## config.mk

```make
export PLATFORM = sky130hd
export DESIGN_NAME = uart_rx_cfg
export DESIGN_NICKNAME = d
export VERILOG_FILES = /design/src/rtl/uart_pkg.sv /design/src/rtl/meta_harden.sv /design/src/rtl/uart_tick_gen.sv /design/src/rtl/uart_rx_cfg.sv
export SDC_FILE = /design/constraint.sdc
export NUM_CORES = 1
export LEC_CHECK = 0
export ABC_AREA = 1
export CORE_MARGIN = 1
export CORE_UTILIZATION = 50
export DETAILED_ROUTE_END_ITERATION = 6
export PLACE_DENSITY = 0.71
export SLEW_MARGIN = 20
export SYNTH_ARGS = -nofsm -noshare
export SYNTH_HDL_FRONTEND = slang
export SYNTH_SLANG_ARGS = --single-unit
```

## constraint.sdc

```tcl
create_clock -name clk_rx -period 3.2 [get_ports clk_rx]
set_input_delay 0.96 -clock clk_rx [delete_from_list [all_inputs] [get_ports clk_rx]]
set_output_delay 0.96 -clock clk_rx [all_outputs]
set_load 0.02 [all_outputs]
```

## src/rtl/uart_pkg.sv

```systemverilog
`default_nettype none
// ============================================================================
//  Package    : uart_pkg
//  Description: Shared parity encodings, receiver FSM states and helpers.
//  Revision   : 1.0  initial release
// ============================================================================
package uart_pkg;

    localparam int PAR_NONE = 0;
    localparam int PAR_ODD  = 1;
    localparam int PAR_EVEN = 2;

    localparam int OS_MIN = 8;
    localparam int OS_MAX = 32;

    typedef enum logic [2:0] {
        ST_IDLE   = 3'd0,
        ST_START  = 3'd1,
        ST_DATA   = 3'd2,
        ST_PARITY = 3'd3,
        ST_STOP   = 3'd4,
        ST_DONE   = 3'd5
    } state_e;

    function automatic bit os_legal(input int os);
        return (os >= OS_MIN) && (os <= OS_MAX) && ((os % 2) == 0);
    endfunction

    function automatic logic maj3(input logic a, input logic b, input logic c);
        return (a & b) | (a & c) | (b & c);
    endfunction

endpackage
`default_nettype wire

```

## src/rtl/meta_harden.sv

```systemverilog
`default_nettype none
// ============================================================================
//  Module     : meta_harden
//  Description: Two-flop synchroniser for an asynchronous single-bit input.
//  Revision   : 1.0  initial release
// ============================================================================
module meta_harden (
    input  logic clk_dst,
    input  logic rst_dst,
    input  logic signal_src,
    output logic signal_dst
);

    logic signal_meta_q;
    logic signal_dst_q;

    // Resets to the idle-high line level so reset release is not seen as a start edge
    always_ff @(posedge clk_dst or posedge rst_dst) begin
        if (rst_dst) begin
            signal_meta_q <= 1'b1;
            signal_dst_q  <= 1'b1;
        end else begin
            signal_meta_q <= signal_src;
            signal_dst_q  <= signal_meta_q;
        end
    end

    assign signal_dst = signal_dst_q;

endmodule
`default_nettype wire

```

## src/rtl/uart_tick_gen.sv

```systemverilog
`default_nettype none
// ============================================================================
//  Module     : uart_tick_gen
//  Description: Runtime-divisor sample tick generator, held at 0 when disabled.
//  Revision   : 1.0  initial release
// ============================================================================
module uart_tick_gen #(
    parameter int DIV_W = 16
) (
    input  logic             clk_i,
    input  logic             rst_i,
    input  logic             en_i,
    input  logic [DIV_W-1:0] div_i,
    output logic             tick_o
);

    logic [DIV_W-1:0] cnt_q;
    logic [DIV_W-1:0] cnt_d;

    always_comb begin
        tick_o = en_i && (cnt_q == div_i);
        cnt_d  = cnt_q;
        if (!en_i || tick_o) begin
            cnt_d = '0;
        end else begin
            cnt_d = cnt_q + 1'b1;
        end
    end

    always_ff @(posedge clk_i or posedge rst_i) begin
        if (rst_i) begin
            cnt_q <= '0;
        end else begin
            cnt_q <= cnt_d;
        end
    end

endmodule
`default_nettype wire

```

## src/rtl/uart_rx_cfg.sv

```systemverilog
`default_nettype none
// ============================================================================
//  Module     : uart_rx_cfg
//  Description: Configurable oversampling UART receiver with majority vote,
//               error flags and a valid/ready holding register.
//  Revision   : 1.0  initial release
// ============================================================================
module uart_rx_cfg
    import uart_pkg::*;
#(
    parameter int OVERSAMPLE = 16,
    parameter int DATA_BITS  = 8,
    parameter int PARITY     = 0,
    parameter int STOP_BITS  = 1,
    parameter int DIV_W      = 16
) (
    input  logic             clk_rx,
    input  logic             rst_clk_rx,
    input  logic             rxd_i,
    input  logic [DIV_W-1:0] cfg_baud_div,
    output logic [7:0]       rx_data,
    output logic             rx_valid,
    input  logic             rx_ready,
    output logic             par_err,
    output logic             frm_err,
    output logic             brk_det,
    output logic             overrun
);

    if (!os_legal(OVERSAMPLE)) begin : g_chk_os
        $error("uart_rx_cfg: OVERSAMPLE must be even and within 8..32");
    end
    if ((DATA_BITS < 5) || (DATA_BITS > 8)) begin : g_chk_db
        $error("uart_rx_cfg: DATA_BITS must be within 5..8");
    end
    if ((PARITY < PAR_NONE) || (PARITY > PAR_EVEN)) begin : g_chk_par
        $error("uart_rx_cfg: PARITY must be 0, 1 or 2");
    end
    if ((STOP_BITS < 1) || (STOP_BITS > 2)) begin : g_chk_stop
        $error("uart_rx_cfg: STOP_BITS must be 1 or 2");
    end
    if (DIV_W < 1) begin : g_chk_div
        $error("uart_rx_cfg: DIV_W must be at least 1");
    end

    localparam int SAMP_W = $clog2(OVERSAMPLE);
    localparam logic [SAMP_W-1:0] SMP_LO    = SAMP_W'(OVERSAMPLE / 2 - 1);
    localparam logic [SAMP_W-1:0] SMP_MID   = SAMP_W'(OVERSAMPLE / 2);
    localparam logic [SAMP_W-1:0] SMP_HI    = SAMP_W'(OVERSAMPLE / 2 + 1);
    localparam logic [SAMP_W-1:0] SMP_END   = SAMP_W'(OVERSAMPLE - 1);
    localparam logic [2:0]        LAST_BIT  = 3'(DATA_BITS - 1);
    localparam logic              LAST_STOP = 1'(STOP_BITS - 1);

    logic rxd_s;
    logic tick;
    logic tick_en;
    logic voted;
    logic bit_done;
    logic bit_end;
    logic par_exp;
    logic handshake;

    state_e                 state_q,   state_d;
    logic [DIV_W-1:0]       div_q,     div_d;
    logic [SAMP_W-1:0]      samp_q,    samp_d;
    logic [1:0]             vote_q,    vote_d;
    logic [2:0]             bitc_q,    bitc_d;
    logic                   stopc_q,   stopc_d;
    logic [DATA_BITS-1:0]   shift_q,   shift_d;
    logic                   par_e_q,   par_e_d;
    logic                   frm_e_q,   frm_e_d;
    logic                   seen1_q,   seen1_d;
    logic                   rxd_prev_q;
    logic [7:0]             data_q,    data_d;
    logic                   valid_q,   valid_d;
    logic                   pe_q,      pe_d;
    logic                   fe_q,      fe_d;
    logic                   bd_q,      bd_d;
    logic                   ovr_q,     ovr_d;

    meta_harden u_meta (
        .clk_dst    (clk_rx),
        .rst_dst    (rst_clk_rx),
        .signal_src (rxd_i),
        .signal_dst (rxd_s)
    );

    assign tick_en = (state_q != ST_IDLE) && (state_q != ST_DONE);

    uart_tick_gen #(
        .DIV_W (DIV_W)
    ) u_tick (
        .clk_i  (clk_rx),
        .rst_i  (rst_clk_rx),
        .en_i   (tick_en),
        .div_i  (div_q),
        .tick_o (tick)
    );

    // Two samples are stored; the third is the live line at the last vote tick
    assign voted     = maj3(vote_q[1], vote_q[0], rxd_s);
    assign bit_done  = tick && (samp_q == SMP_HI);
    assign bit_end   = tick && (samp_q == SMP_END);
    assign par_exp   = (PARITY == PAR_ODD) ? ~(^shift_q) : ^shift_q;
    assign handshake = valid_q & rx_ready;

    always_comb begin
        state_d = state_q;
        div_d   = div_q;
        samp_d  = samp_q;
        vote_d  = vote_q;
        bitc_d  = bitc_q;
        stopc_d = stopc_q;
        shift_d = shift_q;
        par_e_d = par_e_q;
        frm_e_d = frm_e_q;
        seen1_d = seen1_q;

        if (tick) begin
            samp_d = (samp_q == SMP_END) ? '0 : samp_q + 1'b1;
            if ((samp_q == SMP_LO) || (samp_q == SMP_MID)) begin
                vote_d = {vote_q[0], rxd_s};
            end
        end

        case (state_q)
            ST_IDLE: begin
                if (rxd_prev_q && !rxd_s) begin
                    state_d = ST_START;
                    div_d   = cfg_baud_div;
                    samp_d  = '0;
                    bitc_d  = '0;
                    stopc_d = 1'b0;
                    par_e_d = 1'b0;
                    frm_e_d = 1'b0;
                    seen1_d = 1'b0;
                end
            end
            ST_START: begin
                if (bit_done && voted) begin
                    state_d = ST_IDLE;
                end else if (bit_end) begin
                    state_d = ST_DATA;
                end
            end
            ST_DATA: begin
                if (bit_done) begin
                    shift_d = {voted, shift_q[DATA_BITS-1:1]};
                    seen1_d = seen1_q | voted;
                end
                if (bit_end) begin
                    if (bitc_q == LAST_BIT) begin
                        bitc_d  = '0;
                        state_d = (PARITY != PAR_NONE) ? ST_PARITY : ST_STOP;
                    end else begin
                        bitc_d = bitc_q + 3'd1;
                    end
                end
            end
            ST_PARITY: begin
                if (bit_done) begin
                    par_e_d = voted ^ par_exp;
                    seen1_d = seen1_q | voted;
                end
                if (bit_end) begin
                    state_d = ST_STOP;
                end
            end
            ST_STOP: begin
                // Leave at the vote of the last stop bit so a back-to-back start edge is caught
                if (bit_done) begin
                    frm_e_d = frm_e_q | ~voted;
                    seen1_d = seen1_q | voted;
                    if (stopc_q == LAST_STOP) begin
                        state_d = ST_DONE;
                    end else begin
                        stopc_d = stopc_q + 1'b1;
                    end
                end
            end
            ST_DONE: begin
                state_d = ST_IDLE;
            end
            default: begin
                state_d = ST_IDLE;
            end
        endcase
    end

    always_comb begin
        data_d  = data_q;
        valid_d = valid_q;
        pe_d    = pe_q;
        fe_d    = fe_q;
        bd_d    = bd_q;
        ovr_d   = ovr_q;

        if (handshake) begin
            valid_d = 1'b0;
            ovr_d   = 1'b0;
        end
        if (state_q == ST_DONE) begin
            if (!valid_q || handshake) begin
                valid_d = 1'b1;
                data_d  = 8'(shift_q);
                pe_d    = par_e_q;
                fe_d    = frm_e_q;
                bd_d    = ~seen1_q;
            end else begin
                ovr_d = 1'b1;
            end
        end
    end

    always_ff @(posedge clk_rx or posedge rst_clk_rx) begin
        if (rst_clk_rx) begin
            state_q    <= ST_IDLE;
            div_q      <= '0;
            samp_q     <= '0;
            vote_q     <= '0;
            bitc_q     <= '0;
            stopc_q    <= 1'b0;
            shift_q    <= '0;
            par_e_q    <= 1'b0;
            frm_e_q    <= 1'b0;
            seen1_q    <= 1'b0;
            rxd_prev_q <= 1'b1;
            data_q     <= '0;
            valid_q    <= 1'b0;
            pe_q       <= 1'b0;
            fe_q       <= 1'b0;
            bd_q       <= 1'b0;
            ovr_q      <= 1'b0;
        end else begin
            state_q    <= state_d;
            div_q      <= div_d;
            samp_q     <= samp_d;
            vote_q     <= vote_d;
            bitc_q     <= bitc_d;
            stopc_q    <= stopc_d;
            shift_q    <= shift_d;
            par_e_q    <= par_e_d;
            frm_e_q    <= frm_e_d;
            seen1_q    <= seen1_d;
            rxd_prev_q <= rxd_s;
            data_q     <= data_d;
            valid_q    <= valid_d;
            pe_q       <= pe_d;
            fe_q       <= fe_d;
            bd_q       <= bd_d;
            ovr_q      <= ovr_d;
        end
    end

    assign rx_data  = data_q;
    assign rx_valid = valid_q;
    assign par_err  = pe_q;
    assign frm_err  = fe_q;
    assign brk_det  = bd_q;
    assign overrun  = ovr_q;

endmodule
`default_nettype wire
```

Word-level counts from Yosys, hierarchy flattened
Cells that the tools add are included.
W data, S select, Z words.
Cells by class
  shift operators: 0
  bitwise operators: 11
  magnitude comparators: 0
  reduce and logical (&&, ||, !) cells: 29
  $add $sub $neg: 4
  equality and inequality tests: 21
  multiplexer cells: 34
  div/mod/pow operators: 0
  multiply operators: 0
Operators by type and width (count)
  $mux W3: 11
  $add A16 B1 Y16 const B: 1
  $eq A16 B16 Y1: 1
  $mux W16: 1
  $mux W4: 4
  $pmux W3 S5: 1
  $ne A2 B2 Y1 const B: 7
  $eq A4 B4 Y1 const B: 3
  $mux W1: 12
  $reduce_and A3 Y1: 4
  $eq A3 B3 Y1 const B: 3
  $pmux W1 S2: 4
  $reduce_and A2 Y1: 4
  $reduce_bool A2 Y1: 4
  $reduce_xor A8 Y1: 1
  $reduce_and A7 Y1: 1
  $eq A3 B2 Y1 const B: 2
  $logic_and A1 B1 Y1: 6
  $ne A3 B3 Y1 const B: 2
  $pmux W3 S2: 1
  $add A4 B1 Y4 const B: 1
  $and A1 B1 Y1: 4
  $eq A4 B3 Y1 const B: 1
  $or A1 B1 Y1: 4
  11 further kinds: 16
Storage, ports and cells
  output and inout port bits: 13
  ROM bits: 0
  bits of input ports: 20
  latch bits: 0
  bits in writable memories: 0
  flip-flop bits (word level): 72
  memories: 0

Longest topological paths before layout
  depth after elaboration: 7
  depth in mapped cells: 14
  mapped depth without buffers: 14

Cells and area by module
A second synthesis with hierarchy kept.
Second synthesis, totals
  cell total of the unflattened synthesis: 478
  area, all modules: 3687.3 um2
By module, submodules not included
  uart_rx_cfg: times used 1, cells each 294, area each 2454.9 um2
  uart_tick_gen: times used 1, cells each 181, area each 1176.1 um2
  meta_harden: times used 1, cells each 3, area each 56.3 um2

Worst setup path before layout
No wires, ideal clock.
  path type: input to register
  start point: in rx_ready
  end point: reg data_q[0] (netlist: rx_data[0])
  stages: 5
  arrival time: 1.854 ns
  required time: 3.075 ns
  buffers on the path: 1
  setup slack: 1.221 ns
  cells stage by stage: inv_1 > nand2_1 > nand2_1 > clkbuf_1 > mux2_2
On the way
  word-level cells in the longest chain between the ends: 3
RTL lines
  start, declared: line uart_rx_cfg.sv:23  | input logic rx_ready,
  $and A1 B1 Y1: line uart_rx_cfg.sv:105  | assign handshake = valid_q & rx_ready;
  $logic_or A1 B1 Y1: line uart_rx_cfg.sv:203  | if (!valid_q || handshake) begin
  $reduce_and A2 Y1 (no source line)
  end signal, assigned: line uart_rx_cfg.sv:246  | data_q <= data_d;
  end, declared: line uart_rx_cfg.sv:74  | logic [7:0] data_q, data_d;
Every way passes these cells.
A chain may end at the register's enable or synchronous reset.

Final worst setup path
  start point: reg valid_q (netlist: rx_valid)
  end point: out rx_valid
RTL lines
  start, declared: line uart_rx_cfg.sv:75  | logic valid_q, valid_d;
  start signal, assigned: line uart_rx_cfg.sv:247  | valid_q <= valid_d;
  end, declared: line uart_rx_cfg.sv:22  | output logic rx_valid,
No word-level cell between the ends.

==> impl_metrics.json <==
{
  "coreArea_um2": 6944,
  "remaining_drc_errors": 0,
  "postCtsSetupBuffers": 0,
  "area_growth_syn_to_layout_pct": 16.94,
  "p_per_area_nw_per_um2": 556.4,
  "cp-start-kind": "flop",
  "clkTransAtPathRegs_ns": 0.08,
  "die_area_um2": 7719,
  "irDropWorstVdd_mv": 0.2431,
  "cp_data_arrival_time_ns": 1.32,
  "root_buffer": "clkbuf_8",
  "finClkSkew_ns": 0.009678,
  "setup_viol": 0,
  "viasPerCell": 4.832,
  "drive_gt1_share_pct": 17.46,
  "syn_nets": 460,
  "fill_cells": 592,
  "tightest_slew_ns": 0.5218,
  "power.share.sequential_pct": 48.6,
  "p_sw_share_pct": 34.97,
  "maxSlewViolCount": 0,
  "required_ns": 2.24,
  "end_kind": "primary output",
  "status": "finished, final reports clean",
  "grt_pass1_vias": 2861,
  "cts_tree": "built",
  "gp_congestion": 0.8272,
  "clock-sinks": 71,
  "fmax_ghz": 0.4389,
  "multi_input_comb_area_um2": 1643,
  "yosys-top-cells-area": "dfrtp_1 46%, nand2_1 13%, inv_1 5.0%",
  "crit_buf_inv": 1,
  "overflow": 0,
  "clockBufferDepth": 2,
  "htree_levels": 3,
  "cts_buffers": 9,
  "antenna_found_initial": 0,
  "drt_wl_total_um": 6954,
  "diodes": 0,
  "path_cells": "clkdlybuf4s50_1",
  "portBuffers": 32,
  "p_comb_share_pct": 24.5,
  "yosys_warnings": 0,
  "fin_tns_setup_ns": 0,
  "grt_pass1_wl_um": 12190,
  "rrSetupSlack_ns": 1.13,
  "synth_top_area_cell": "dfrtp_1",
  "rows": 30,
  "slowest_delay_ns": 0.61,
  "critPathKind": "reg2out",
  "fp.dieW_um": 87.86,
  "synth_cell_types": 42,
  "cp_max_fo": 3,
  "rsz0062_at_grt": "false",
  "power.switching_uw": 838.7,
  "cpMaxStageDelayCell": "clkdlybuf4s50_1",
  "syn_inst": 434,
  "syn_avg_cell_area_um2": 8.493,
  "die_h_um": 87.86,
  "synth_seq_cells": 71,
  "cts_resized": 0,
  "cts_hold_buf": 0,
  "synth_top_cell_area_share_pct": 46.16,
  "wl_per_cell_um": 12.05,
  "cpLargestDelayFamily": "buffers and inverters",
  "nNetsFinal": 502,
  "finalHoldViolCount": 0,
  "intPower_uw": 1560,
  "slew_headroom_pct": 65.13,
  "grt_max_degree": 27,
  "drtIter0Drc": 71,
  "drtAntennaViolNets": 0,
  "dr.pass1.iters": 4,
  "worstHoldPathType": "reg2reg",
  "num_vias": 2788,
  "clk_latency_ns": 0.35,
  "period_share_pct": 71.20,
  "clock_power_share_pct": 26.9,
  "synth_area_um2": 3686,
  "ys_seq_area_share_pct": 48.30,
  "p_leak_uw": 0.002095,
  "start_util_pct": 53.08,
  "place_hpwl_um": 5140,
  "cap_violations": 0,
  "grt_use_total_pct": 20.59,
  "holdWs_ns": 0.3579,
  "min_period_ns": 2.278,
  "seq_area_um2": 1780,
  "pin_count": 33
}
[cell usage after synthesis (all sizes together)]
| cell | count |
|---|---|
| a211oi | 2 |
| a21boi | 1 |
| a21oi | 11 |
| a31oi | 1 |
| and3 | 1 |
| buf | 3 |
| clkbuf | 4 |
| clkinv | 4 |
| dfrtp | 68 |
| dfstp | 3 |
| ha | 6 |
| inv | 57 |
| mux2 | 10 |
| mux2i | 1 |
| nand2 | 135 |
| nand3 | 23 |
| nand4 | 4 |
| nor2 | 43 |
| nor3 | 7 |
| nor3b | 3 |
| nor4 | 1 |
| o21a | 2 |
| o21ai | 25 |
| o31ai | 1 |
| or2 | 2 |
| xnor2 | 6 |
| xor2 | 10 |
[path summary, 6_finish.rpt]
path	startpoint	endpoint	cells past startpoint
max	rx_valid$_DFF_PP0_	rx_valid	1
min	u_meta.signal_meta_q$_DFF_PP1_	u_meta.signal_dst$_DFF_PP1_	0
max reg2reg	state_q[1]$_DFFE_PP0P_	bitc_q[1]$_DFFE_PP0P_	10
min reg2reg	u_meta.signal_meta_q$_DFF_PP1_	u_meta.signal_dst$_DFF_PP1_	0
max in group asynchronous	rst_clk_rx	u_meta.signal_meta_q$_DFF_PP1_	3
min in group asynchronous	rst_clk_rx	bitc_q[2]$_DFFE_PP0P_	2
[layer usage]
metal | GRT usage, % | routed length, um | vias up
met5 | 0 | 0 | -
met4 | 8.346 | 92 | 0
met3 | 5.090 | 187 | 8
met2 | 32.70 | 3173 | 38
met1 | 27.08 | 3501 | 1303
li1 | - | - | 1439
[sequential cells by signal (all words and copies together) (netlist names), 2 cells and up]
register,cells
state_q,3
vote_q,2
shift_q,8
samp_q,4
div_q,16
u_tick.cnt_q,16
rx_data,8
bitc_q,3
[power groups by stage]
stage          Clock (uW)  Sequential, uW  Combinational, uW
2_1_floorplan           0            1140                488
3_3_place_gp            0            1170                570
3_5_place_dp            0            1180                592
4_1_cts               655            1160                596
5_1_grt               700            1180                676
6_report              645            1170                587
[stage by stage]
| stage | instance area [um^2] | power [uW] | std cells | util [%] | worst slack, ns |
|---|---|---|---|---|---|
| final | 4310 | 2398 | 577 | 62.07 | 0.9217 |
| after global placement | 4139 | 1742 | 561 | 59.60 | 0.8045 |
| after global routing | 4310 | 2558 | 577 | 62.07 | 0.8683 |
| after detailed placement | 4139 | 1772 | 561 | 59.60 | 0.7872 |
| after floorplan | 3686 | 1633 | 434 | - | 0.4484 |
| after CTS | 4310 | 2415 | 577 | 62.07 | 0.9001 |
[layout by cell type, fill, tap and decap left out, drive strengths merged, types with 7 or more instances in the layout]
cell type        n
a21oi           11
clkbuf           9
clkdlybuf4s50   32
clkinv           7
dfrtp           68
inv             59
mux2            10
nand2          135
nand3           23
nor2            43
nor3             7
o21ai           25
xor2            10
[area by class of cell]
cell class | instances | share of cell area (%)
multi-input cells | 295 | 38.11
clock buffers | 9 | 2.874
flip-flops and latches | 71 | 41.31
inverters | 61 | 5.341
well taps | 96 | 2.787
repair buffers | 38 | 8.476
clock inverters | 7 | 1.103
[cells by family after synthesis]
family                   Yosys count  synth area share (%)
AO/OA/AOI/OAI                     43                 6.721
XOR/XNOR                          16                 3.802
adder cells (fa/ha/maj)            6                 2.037
buffers and inverters             68                 7.128
flip-flops                        71                 48.30
multiplexers                      11                 3.428
AND/OR/NAND/NOR                  219                 28.58
Power figures use the tool's default switching activity.
